==> config.mk <==
export PLATFORM = sky130hd
export DESIGN_NAME = alu_serial_responder
export DESIGN_NICKNAME = d
export VERILOG_FILES = /design/src/rtl/alu_pkg.sv /design/src/rtl/alu_bit_slice.sv /design/src/rtl/alu_serial_responder.sv
export SDC_FILE = /design/constraint.sdc
export NUM_CORES = 1
export LEC_CHECK = 0
export ABC_AREA = 1
export CAP_MARGIN = 0
export CORE_MARGIN = 2
export CORE_UTILIZATION = 52
export CTS_BUF_LIST = sky130_fd_sc_hd__clkbuf_4 sky130_fd_sc_hd__clkbuf_8
export DETAILED_ROUTE_END_ITERATION = 10
export PLACE_DENSITY = 0.87
export SKIP_LAST_GASP = 1
export SLEW_MARGIN = 10
export SYNTH_ARGS = -nofsm -noshare
export SYNTH_HDL_FRONTEND = slang
export SYNTH_SLANG_ARGS = --single-unit
==> constraint.sdc <==
create_clock -name clk -period 2 [get_ports clk]
set_input_delay 0.4 -clock clk [delete_from_list [all_inputs] [get_ports clk]]
set_output_delay 0.4 -clock clk [all_outputs]
set_load 0.02 [all_outputs]
==> src/rtl/alu_pkg.sv <==
// Shared definitions for the bit-serial ALU responder: opcodes, FSM states
// and the default operand width.
package alu_pkg;

  localparam int ALU_WIDTH = 16;

  typedef enum logic [2:0] {
    OP_ADD = 3'b000,
    OP_SUB = 3'b001,
    OP_AND = 3'b010,
    OP_OR  = 3'b011,
    OP_XOR = 3'b100,
    OP_NOT = 3'b101,
    OP_SHL = 3'b110,
    OP_SHR = 3'b111
  } alu_op_e;

  typedef enum logic [1:0] {
    ST_IDLE = 2'b00,
    ST_EXEC = 2'b01,
    ST_DONE = 2'b10
  } state_e;

endpackage

==> src/rtl/alu_bit_slice.sv <==
// One-bit ALU slice. Computes a single result bit plus the carry to be
// registered for the next bit position. Purely combinational.
module alu_bit_slice
  import alu_pkg::*;
(
  input  logic    a_bit,
  input  logic    b_bit,
  input  logic    a_prev,
  input  logic    a_next,
  input  logic    carry_in,
  input  alu_op_e op,
  output logic    r_bit,
  output logic    carry_out
);

  logic b_eff;

  // Per-op bit function; SUB reuses the adder with B inverted.
  always_comb begin
    r_bit     = 1'b0;
    carry_out = 1'b0;
    b_eff     = (op == OP_SUB) ? ~b_bit : b_bit;
    unique case (op)
      OP_ADD, OP_SUB: begin
        r_bit     = a_bit ^ b_eff ^ carry_in;
        carry_out = (a_bit & b_eff) | (a_bit & carry_in) | (b_eff & carry_in);
      end
      OP_AND: r_bit = a_bit & b_bit;
      OP_OR:  r_bit = a_bit | b_bit;
      OP_XOR: r_bit = a_bit ^ b_bit;
      OP_NOT: r_bit = ~a_bit;
      // Shift-out flag follows the current A bit; the last bit seen is A[MSB].
      OP_SHL: begin
        r_bit     = a_prev;
        carry_out = a_bit;
      end
      // Caller keeps only the first (bit 0) value as the shift-out flag.
      OP_SHR: begin
        r_bit     = a_next;
        carry_out = a_bit;
      end
      default: begin
        r_bit     = 1'b0;
        carry_out = 1'b0;
      end
    endcase
  end

endmodule

==> src/rtl/alu_serial_responder.sv <==
// Bit-serial ALU execution unit. Accepts one operation over a valid/ready
// request channel, computes the result LSB first through a single bit slice
// over WIDTH cycles, then presents result/carry/zero on a response channel.
module alu_serial_responder
  import alu_pkg::*;
#(
  parameter int WIDTH = ALU_WIDTH
) (
  input  logic             clk,
  input  logic             rst,
  input  logic             req_valid,
  output logic             req_ready,
  input  logic [WIDTH-1:0] req_a,
  input  logic [WIDTH-1:0] req_b,
  input  logic [2:0]       req_op,
  output logic             rsp_valid,
  input  logic             rsp_ready,
  output logic [WIDTH-1:0] rsp_result,
  output logic             rsp_carry,
  output logic             rsp_zero,
  output logic             busy
);

  localparam int CNT_W = $clog2(WIDTH);
  localparam logic [CNT_W-1:0] CNT_LAST = CNT_W'(WIDTH - 1);

  state_e           state_q, state_d;
  logic [CNT_W-1:0] cnt_q, cnt_d;
  logic [WIDTH-1:0] a_q, a_d;
  logic [WIDTH-1:0] b_q, b_d;
  logic [WIDTH-1:0] r_q, r_d;
  alu_op_e          op_q, op_d;
  logic             a_prev_q, a_prev_d;
  logic             carry_q, carry_d;

  logic accept;
  logic last_bit;
  logic slice_r;
  logic slice_c;

  assign accept   = req_valid && (state_q == ST_IDLE);
  assign last_bit = (cnt_q == CNT_LAST);

  // Operand registers shift right so the current bit is always at index 0;
  // a_q[1] is therefore the next-higher A bit (zero-filled past the MSB).
  alu_bit_slice u_slice (
    .a_bit    (a_q[0]),
    .b_bit    (b_q[0]),
    .a_prev   (a_prev_q),
    .a_next   (a_q[1]),
    .carry_in (carry_q),
    .op       (op_q),
    .r_bit    (slice_r),
    .carry_out(slice_c)
  );

  // State register: control flops cleared asynchronously.
  always_ff @(posedge clk or posedge rst) begin
    if (rst) begin
      state_q <= ST_IDLE;
      cnt_q   <= '0;
      r_q     <= '0;
      carry_q <= 1'b0;
    end else begin
      state_q <= state_d;
      cnt_q   <= cnt_d;
      r_q     <= r_d;
      carry_q <= carry_d;
    end
  end

  // Operand capture and shift registers; contents are don't-care until accept.
  always_ff @(posedge clk) begin
    a_q      <= a_d;
    b_q      <= b_d;
    op_q     <= op_d;
    a_prev_q <= a_prev_d;
  end

  // Next-state logic.
  always_comb begin
    state_d = state_q;
    unique case (state_q)
      ST_IDLE: if (req_valid)             state_d = ST_EXEC;
      ST_EXEC: if (last_bit)              state_d = ST_DONE;
      ST_DONE: if (rsp_ready)             state_d = ST_IDLE;
      default:                            state_d = ST_IDLE;
    endcase
  end

  // Datapath: capture on accept, shift one bit per EXEC cycle.
  always_comb begin
    a_d      = a_q;
    b_d      = b_q;
    op_d     = op_q;
    a_prev_d = a_prev_q;
    r_d      = r_q;
    carry_d  = carry_q;
    cnt_d    = cnt_q;
    if (accept) begin
      a_d      = req_a;
      b_d      = req_b;
      op_d     = alu_op_e'(req_op);
      a_prev_d = 1'b0;
      carry_d  = (req_op == OP_SUB);
      cnt_d    = '0;
    end else if (state_q == ST_EXEC) begin
      a_d      = {1'b0, a_q[WIDTH-1:1]};
      b_d      = {1'b0, b_q[WIDTH-1:1]};
      a_prev_d = a_q[0];
      r_d      = {slice_r, r_q[WIDTH-1:1]};
      // SHR shift-out is A[0], captured on the first bit and then held.
      carry_d  = (op_q == OP_SHR && cnt_q != '0) ? carry_q : slice_c;
      cnt_d    = last_bit ? '0 : cnt_q + 1'b1;
    end
  end

  // Outputs decoded from state; zero flag only meaningful while responding.
  always_comb begin
    req_ready  = (state_q == ST_IDLE);
    rsp_valid  = (state_q == ST_DONE);
    busy       = (state_q != ST_IDLE);
    rsp_result = r_q;
    rsp_carry  = carry_q;
    rsp_zero   = (state_q == ST_DONE) && (r_q == '0);
  end

endmodule

==> results.tsv, run 1 <==
metric	value	unit
finalClockSkew	5.12	ps
syn_inst	300	
yosysTopAreaCell	edfxtp_1	
clock_sinks	59	
cp-start-kind	register	
postCtsSetupBuffers	0	
gp_congestion	0.874	
critPathKind	reg2out	
ys_types	24	
cp.required	1600	ps
drt_iter0_drc	147	
rsz0062_at_grt	false	
path_max_fanout	3	
reg2reg_depth	11	
final_hold_viol_count	0	
num_antenna_cells	0	
die_area	5810	um2
synth_area	2710	um2
synth_top_area_share	38.7	%
muxShareOfSynthArea	0	%
io_buffers	59	
cp.arrival	1490	ps
synthTopCellsByArea	edfxtp_1, dfrtp_1, nand2_1, inv_1, nor2_1	
synth_seq_cells	59	
min_path_type	in2async	
postLayoutCoreUtil	70.4	%
fin_crit_sh	94.3	%
finalSetupViolCount	0	
synth_nets	344	
layout-drive-gt1-share	8.80	%
avgSynthCellArea	9.05	um2
regArea	1650	um2
num_vias	2131	
p_per_area	1430	nW/um2
routed_wl	5150	um
ant_nets	0	
dp_hpwl	3670	um
start_util	53.5	%
clock.fmax	530	MHz
setup_tns	0	ps
cts_made_buffers	9	
final_cell_mix	nand2_1, clkdlybuf4s50_1, edfxtp_1, inv_1, dfrtp_1	
leakagePower	1.69	nW
grtUsageTotal	19.9	%
outcome	completed	
final_common_cell	nand2_1	
grt_max_degree	35	
drv_slew	0	
row_count	26	
core	5070	um2
slew_headroom	80.7	%
end_kind	primary output	
wl_per_cell	11.6	um
die_w	76.2	um
die_h	76.2	um
grt_pass1_wl	9130	um
synth_fa_ha_area_share	2.58	%
synth-simple-area-share	25.4	%
fill_cells	401	
grt-ovfl-total	0	
hold_slack	432	ps
antenna_found_initial	0	
seq_area_frac_synth	60.7	%
via_per_inst	4.79	
cts_buffer_depth	2	
cap_violations	0	
cts_tree	yes	
area_growth	31.7	%
clk_pin_slew	60	ps
boundaryPins	60	
fin_crit	1890	ps
h-tree-depth	3	
yosysWarnings	0	
multiInputGateArea	896	um2
cts-root-buf	clkbuf_8	
synth_compound_area_share	4.15	%
grt_pass1_vias	2082	
worst_pin_slew	289	ps
insertion_delay	330	ps
drc	0	
synth_xor_area_share	0.645	%
synth_top_family_by_area	simple AND/OR/NAND/NOR gates	
peakVddDrop	0.801	mV
layout.nets	414	
firstDrtPassIters	4	
cells in the mapped netlist, drive strengths merged:
cell type / n
inv: 29
dfxtp: 1
ha: 4
edfxtp: 35
a21oi: 2
dfrtp: 23
nor3: 2
nor3b: 1
o22ai: 1
o21ai: 18
xor2: 2
fa: 1
buf: 10
nor2: 16
nand4: 2
nand2: 144
nand3: 9
final timing paths:
path                                from             end  slack [ps]
max                           state_q[1]            busy         110
max in group asynchronous            rst      state_q[0]        1340
max reg2reg                      op_q[0]  rsp_result[15]         210
min                                  rst  rsp_result[15]         430
min reg2reg                rsp_result[3]   rsp_result[2]         510
min in group clk           rsp_result[3]   rsp_result[2]         510
critical path, stage by stage (launching register included):
cell             delay (ps)
dfrtp_1                 410
inv_1                    70
nand2_1                  70
clkdlybuf4s50_1         600
sequential cells by signal, indices dropped and copies added (netlist names):
name / flops
a_q: 16
b_q: 16
rsp_result: 16
cnt_q: 4
op_q: 3
state_q: 2
a_prev_q: 1
rsp_carry: 1
final cells by class:
type                            count  share of cell area (%)
Sequential cell                    59                    46.1
Multi-Input combinational cell    202                    25.1
Timing Repair Buffer               69                    18.9
Clock buffer                       11                    3.89
Inverter                           29                    3.05
Tap cell                           70                    2.45
Clock inverter                      5                   0.595
repair_timing:
item,4_1_cts,5_1_grt
endpoints found under the hold margin,0,0
hold buffers,0,0
setup endpoints to repair,2,3
resized for setup,2,4
routing by layer:
metal | GRT usage, % | share of wire [%] | vias to the layer above
met3 | 6.04 | 5.5 | 9
met5 | 0 | 0 | -
met2 | 32.6 | 51 | 62
met4 | 7.64 | 1.4 | 0
met1 | 24.8 | 42 | 976
li1 | - | - | 1084
stage by stage:
| step | instances | total power [W] | cell area (um2) | worst slack, ps |
|---|---|---|---|---|
| 6_report | 445 | 0.00512 | 3570 | 115 |
| 5_1_grt | 445 | 0.00554 | 3570 | 49.7 |
| 4_1_cts | 445 | 0.00517 | 3570 | 45.7 |
| 3_5_place_dp | 429 | 0.00427 | 3410 | 166 |
| 3_3_place_gp | 429 | 0.00416 | 3410 | 189 |
| 2_1_floorplan | 300 | 0.00355 | 2720 | 237 |
power by group:
part	internal, W	switching (W)
registers	0.00202	0.000275
logic	0.000809	0.00113
clock network	0.000460	0.000430
logic make-up after synthesis:
logic type      after synthesis
buf+inv                      39
xor+xnor                      2
compound gates               21
simple gates                174
flops                        59
fa+ha+maj                     5
Power figures use the tool's default switching activity.
==> run 2: changes to the inputs <==
==> constraint.sdc (replaced) <==
create_clock -name clk -period 2 [get_ports clk]
set_input_delay 0.4 -clock clk [delete_from_list [all_inputs] [get_ports clk]]
set_output_delay 0.4 -clock clk [all_outputs]
set_load 0.05 [all_outputs]
==> run 2 against run 1 <==
Net effect: worst setup slack worse by 75 ps; sequential share of layout area is 0.52 points lower; sequential power hardly changed; combinational power is 19% higher; final cell count is 0.67% lower; power is 10% higher; clock power is 15% higher; clock-buffer cell count is 5 higher; largest cell class unchanged.
==> results.tsv, run 2 (synthesized netlist as in run 1, its figures left out) <==
metric	value	unit	change
p_per_area	1560	nW/um2	was 1430 nW/um2
row_count	26		unchanged
clk_pin_slew	60	ps	about the same
num_antenna_cells	0		unchanged
end_kind	primary output		unchanged
h-tree-depth	3		unchanged
path_cells	clkdlybuf4s50_1		was inv_1 -> nand2_1 -> clkdlybuf4s50_1
die_w	76.2	um	unchanged
cap_violations	0		unchanged
worst_slack	40.3	ps	was 115 ps
cp.arrival	1560	ps	was 1490 ps
drv_slew	0		unchanged
insertion_delay	330	ps	about the same
r2r_end	rsp_result[15]		unchanged
p_seq_share	41.1	%	was 44.8%
min_path_type	in2async		unchanged
final_common_cell	nand2_1		unchanged
crit_family	buffers and inverters		unchanged
finalClockSkew	5.07	ps	was 5.12 ps
grt_max_degree	35		unchanged
antenna_found_initial	0		unchanged
cp_num_buf_inv	1		was 2
rsz0062_at_grt	true		was false
grt-ovfl-total	0		unchanged
finalSetupViolCount	0		unchanged
final_hold_viol_count	0		unchanged
ant_nets	0		unchanged
fin_crit_sh	98.0	%	was 94.3%
slowest_delay	830	ps	was 600 ps
boundaryPins	60		unchanged
slew_headroom	65.5	%	was 80.7%
postCtsSetupBuffers	0		unchanged
worst_pin_slew	517	ps	was 289 ps
fin_crit	1960	ps	was 1890 ps
pwr-share-clk	18.0	%	was 17.4%
clock_sinks	59		unchanged
critPathKind	reg2out		unchanged
cp_slowest_cell	clkdlybuf4s50_1		unchanged
core	5070	um2	unchanged
grt_pass1_wl	9720	um	was 9130 um
reg2reg_depth	10		was 11
dp_hpwl	3780	um	was 3670 um
swShare	39.7	%	was 35.8%
routed_wl	5640	um	was 5150 um
grtUsageTotal	21.1	%	was 19.9%
die_h	76.2	um	unchanged
cts_made_buffers	9		unchanged
peakVddDrop	0.745	mV	was 0.801 mV
die_area	5810	um2	unchanged
cts-root-buf	clkbuf_8		unchanged
clock.fmax	510	MHz	was 530 MHz
start_util	53.5	%	unchanged
leakagePower	1.72	nW	was 1.69 nW
outcome	completed		unchanged
grt_pass1_vias	2205		was 2082
p_switching	0.00224	W	was 0.00183 W
pwr-share-comb	41.0	%	was 37.8%
pre_cts_slack	87.9	ps	was 166 ps
drc	0		unchanged
firstDrtPassIters	4		unchanged
drt_iter0_drc	117		was 147
layout.nets	411		was 414
path_max_fanout	4		was 3
layout-drive-gt1-share	10.5	%	was 8.80%
area_growth	33.3	%	was 31.7%
reg2reg_slack	120	ps	was 210 ps
final_cell_mix	nand2_1, clkdlybuf4s50_1, edfxtp_1, inv_1, dfrtp_1		unchanged
reg2reg_from	op_q[2]		was op_q[0]
holdBufCountCts	0		unchanged
setup_tns	0	ps	unchanged
via_per_inst	4.95		was 4.79
postCtsResizedCells	0		was 2
cp-start-kind	register		unchanged
cp.required	1600	ps	about the same
cts_tree	yes		unchanged
internal_power	0.00341	W	was 0.00329 W
num_vias	2189		was 2131
wl_per_cell	12.8	um	was 11.6 um
io_buffers	59		unchanged
gp_congestion	0.799		was 0.874
cts_buffer_depth	2		unchanged
==> run 2: cell count changes in the layout (fill, tap and decap cells not counted), moves of 2 or more <==
cell | before | now
clkdlybuf4s50_1 | 56 | 52
nor2_1 | 14 | 12
dlymetal6s2s_1 | 1 | 3
clkinv_2 | 2 | 0
clkbuf_8 | 9 | 11
clkinv_1 | 3 | 0
buf_12 | 1 | 3
clkbuf_4 | 2 | 5
==> run 2: routing by layer <==
metal	GRT usage, %	wire length [um]	vias to the layer above
met2	36.1	3030	61
met3	5.69	260	10
li1	-	-	1080
met5	0	0	-
met1	25.5	2250	1038
met4	8.36	89	0
==> run 2: final cells by class <==
| class | instances | area, um2 |
|---|---|---|
| clock buffer | 16 | 189 |
| fill | 400 | 1460 |
| inverter | 29 | 109 |
| multi-input combinational | 202 | 906 |
| sequential | 59 | 1650 |
| tap | 70 | 87.6 |
| timing repair buffer | 66 | 678 |
==> run 2: per-stage QoR <==
stage	utilization (%)	hold WS [ps]	area [um2]	std cells	power, W
after CTS	71.0	421	3600	442	0.00568
after detailed placement	67.3	500	3410	426	0.00464
after global routing	71.3	456	3620	442	0.00604
after floorplan	-	402	2730	300	0.00390
after global placement	67.3	488	3410	426	0.00451
final	71.3	417	3620	442	0.00565
==> run 2: how the worst max path moves through the flow <==
stage	from	to	cells past startpoint
floorplan	state_q[1]	rsp_zero	4
detailed placement	op_q[2]	rsp_result[15]	10
finish	rsp_result[1]	rsp_result[1]	1
global route	op_q[2]	rsp_result[15]	10
CTS	rsp_carry	rsp_carry	1
global placement	op_q[2]	rsp_result[15]	10
==> run 2: power by group through the flow <==
stage	logic (W)	clock network, W	registers [W]
after global placement	0.00220	0	0.00231
final	0.00231	0.00102	0.00232
after floorplan	0.00116	0	0.00274
after global routing	0.00257	0.00108	0.00239
after CTS	0.00234	0.00102	0.00232
after detailed placement	0.00231	0	0.00233
==> run 3: changes to the inputs <==
--- a/config.mk
+++ b/config.mk
@@ -7,8 +7,10 @@
 export LEC_CHECK = 0
 export ABC_AREA = 1
 export CAP_MARGIN = 0
+export CELL_PAD_IN_SITES_DETAIL_PLACEMENT = 1
+export CELL_PAD_IN_SITES_GLOBAL_PLACEMENT = 1
 export CORE_MARGIN = 2
-export CORE_UTILIZATION = 52
+export CORE_UTILIZATION = 39
 export CTS_BUF_LIST = sky130_fd_sc_hd__clkbuf_4 sky130_fd_sc_hd__clkbuf_8
 export DETAILED_ROUTE_END_ITERATION = 10
 export PLACE_DENSITY = 0.87
==> run 3 against run 2 <==
Net effect: wire length rose by 19%; non-clock buffer count rose by 7; clock power is 14% higher; worst setup slack improved by 12 ps; power rose by 4.5%; clock skew up 1.1 ps; first-iteration DRC count is 25% lower.
==> results.tsv, run 3 (synthesized netlist as in run 1, its figures left out) <==
metric	value	unit	change
firstDrtPassIters	4		unchanged
final_hold_viol_count	0		unchanged
path_cells	clkdlybuf4s50_1		unchanged
final_cell_mix	nand2_1, clkdlybuf4s50_1, edfxtp_1, inv_1, dfrtp_1		unchanged
finalSetupViolCount	0		unchanged
fin_crit	1950	ps	was 1960 ps
fin_crit_sh	97.4	%	was 98.0%
final_common_cell	nand2_1		unchanged
die_h	87.4	um	was 76.2 um
path_max_fanout	4		unchanged
min_path_type	in2async		unchanged
drt_iter0_drc	88		was 117
fin_area	3720	um2	was 3620 um2
start_util	40.2	%	was 53.5%
cp.required	1600	ps	about the same
finalClockSkew	6.16	ps	was 5.07 ps
grt-ovfl-total	0		unchanged
outcome	completed		unchanged
end_kind	primary output		unchanged
leakagePower	1.77	nW	was 1.72 nW
die_w	87.4	um	was 76.2 um
regArea	1650	um2	unchanged
routed_wl	6700	um	was 5640 um
critPathKind	reg2out		unchanged
cap_violations	0		unchanged
wl_per_cell	14.6	um	was 12.8 um
cp.arrival	1550	ps	was 1560 ps
clock_sinks	59		unchanged
cp-start-kind	register		unchanged
peakVddDrop	0.516	mV	was 0.745 mV
cts_made_buffers	9		unchanged
layout.nets	418		was 411
pre_cts_slack	115	ps	was 87.9 ps
ant_nets	0		unchanged
dp_hpwl	4810	um	was 3780 um
grt_pass1_wl	10900	um	was 9720 um
cp_slowest_cell	clkdlybuf4s50_1		unchanged
io_buffers	59		unchanged
crit_family	buffers and inverters		unchanged
p_switching	0.00234	W	was 0.00224 W
antenna_found_initial	0		unchanged
num_antenna_cells	0		unchanged
area_growth	37.1	%	was 33.3%
worst_slack	52.0	ps	was 40.3 ps
grt_pass1_vias	2334		was 2205
die_area	7640	um2	was 5810 um2
clk_pin_slew	70	ps	was 60 ps
via_per_inst	4.88		was 4.95
insertion_delay	330	ps	about the same
cts-root-buf	clkbuf_8		unchanged
holdBufCountCts	0		unchanged
h-tree-depth	3		unchanged
drc	0		unchanged
internal_power	0.00357	W	was 0.00341 W
cts_tree	yes		unchanged
fill_cells	779		was 400
cp_num_buf_inv	1		unchanged
grt_max_degree	27		was 35
cts_buffer_depth	2		unchanged
multiInputGateArea	906	um2	unchanged
worst_pin_slew	511	ps	was 517 ps
clock.fmax	513	MHz	was 510 MHz
core	6760	um2	was 5070 um2
slew_headroom	65.9	%	was 65.5%
p_per_area	1590	nW/um2	was 1560 nW/um2
row_count	30		was 26
grtUsageTotal	18.9	%	was 21.1%
boundaryPins	60		unchanged
p_seq_share	39.5	%	was 41.1%
swShare	39.6	%	was 39.7%
slowest_delay	820	ps	was 830 ps
drv_slew	0		unchanged
pwr-share-clk	19.7	%	was 18.0%
pwr-share-comb	40.9	%	was 41.0%
num_vias	2239		was 2189
dpl_cell_area	3450	um2	was 3410 um2
layout-drive-gt1-share	12.1	%	was 10.5%
gp_congestion	0.762		was 0.799
[run 3: changes by cell type in the layout (fill, tap and decap cells not counted)]
cell and change:
buf_4 +6, clkbuf_4 -3, buf_12 +1, bufinv_16 +1, clkbuf_8 +1, clkdlybuf4s50_1 -1
clkinv_2 +1, dlygate4sd2_1 +1
[run 3: per-layer routing]
metal / up-vias / global-route usage, % / routed length, um
met5: - / 0 / 0
met1: 1099 / 21.5 / 2760
li1: 1093 / - / -
met3: 8 / 4.27 / 194
met2: 39 / 34.4 / 3640
met4: 0 / 6.57 / 104
[run 3: per-stage QoR]
stage                     util, %  TNS [ps]  hold slack [ps]  instances  total power (W)
after floorplan                 -     -24.7              402        300          0.00390
after global placement       51.1         0              492        438          0.00458
after detailed placement     51.1         0              509        438          0.00478
after CTS                    54.3         0              404        454          0.00596
after global routing         55.1     -54.5              439        459          0.00633
final                        55.1         0              407        459          0.00590
[run 3: final timing paths]
| check | start | to | slack [ps] | depth (start not counted) |
|---|---|---|---|---|
| min | rst | rsp_result[3] | 410 | 3 |
| max reg2reg | op_q[2] | rsp_result[15] | 80 | 10 |
| max in group asynchronous | rst | state_q[1] | 1340 | 3 |
| max | rsp_result[4] | rsp_result[4] | 50 | 1 |
| min in group clk | rsp_result[0] | rsp_result[0] | 520 | 2 |
| min reg2reg | rsp_result[0] | rsp_result[0] | 520 | 2 |
[run 3: final cells by class]
type,count,area share (%)
multi-input cells,202,24.4
well taps,80,2.69
clock inverters,2,0.942
flip-flops and latches,59,44.3
repair buffers,73,19.9
clock buffers,14,4.84
inverters,29,2.93
[run 3: what timing repair did]
item / 4_1_cts / 5_1_grt
buffers inserted: 0 / 5
cloned: 0 / 0
gates resized for setup: 1 / 5
pin swaps: 0 / 0
hold endpoints to repair: 0 / 0
endpoints found under the setup margin: 1 / 5
[run 3: tightest hold or removal path: stages]
cell and delay, ps:
clkdlybuf4s50_1 390, inv_1 50, buf_4 280
[run 3: power by group through the flow]
| stage | clock network (W) | logic, W | registers (W) |
|---|---|---|---|
| finish | 0.00116 | 0.00241 | 0.00233 |
| global route | 0.00123 | 0.00270 | 0.00240 |
| CTS | 0.00118 | 0.00243 | 0.00234 |
| detailed placement | 0 | 0.00242 | 0.00236 |
| global placement | 0 | 0.00227 | 0.00231 |
| floorplan | 0 | 0.00116 | 0.00274 |
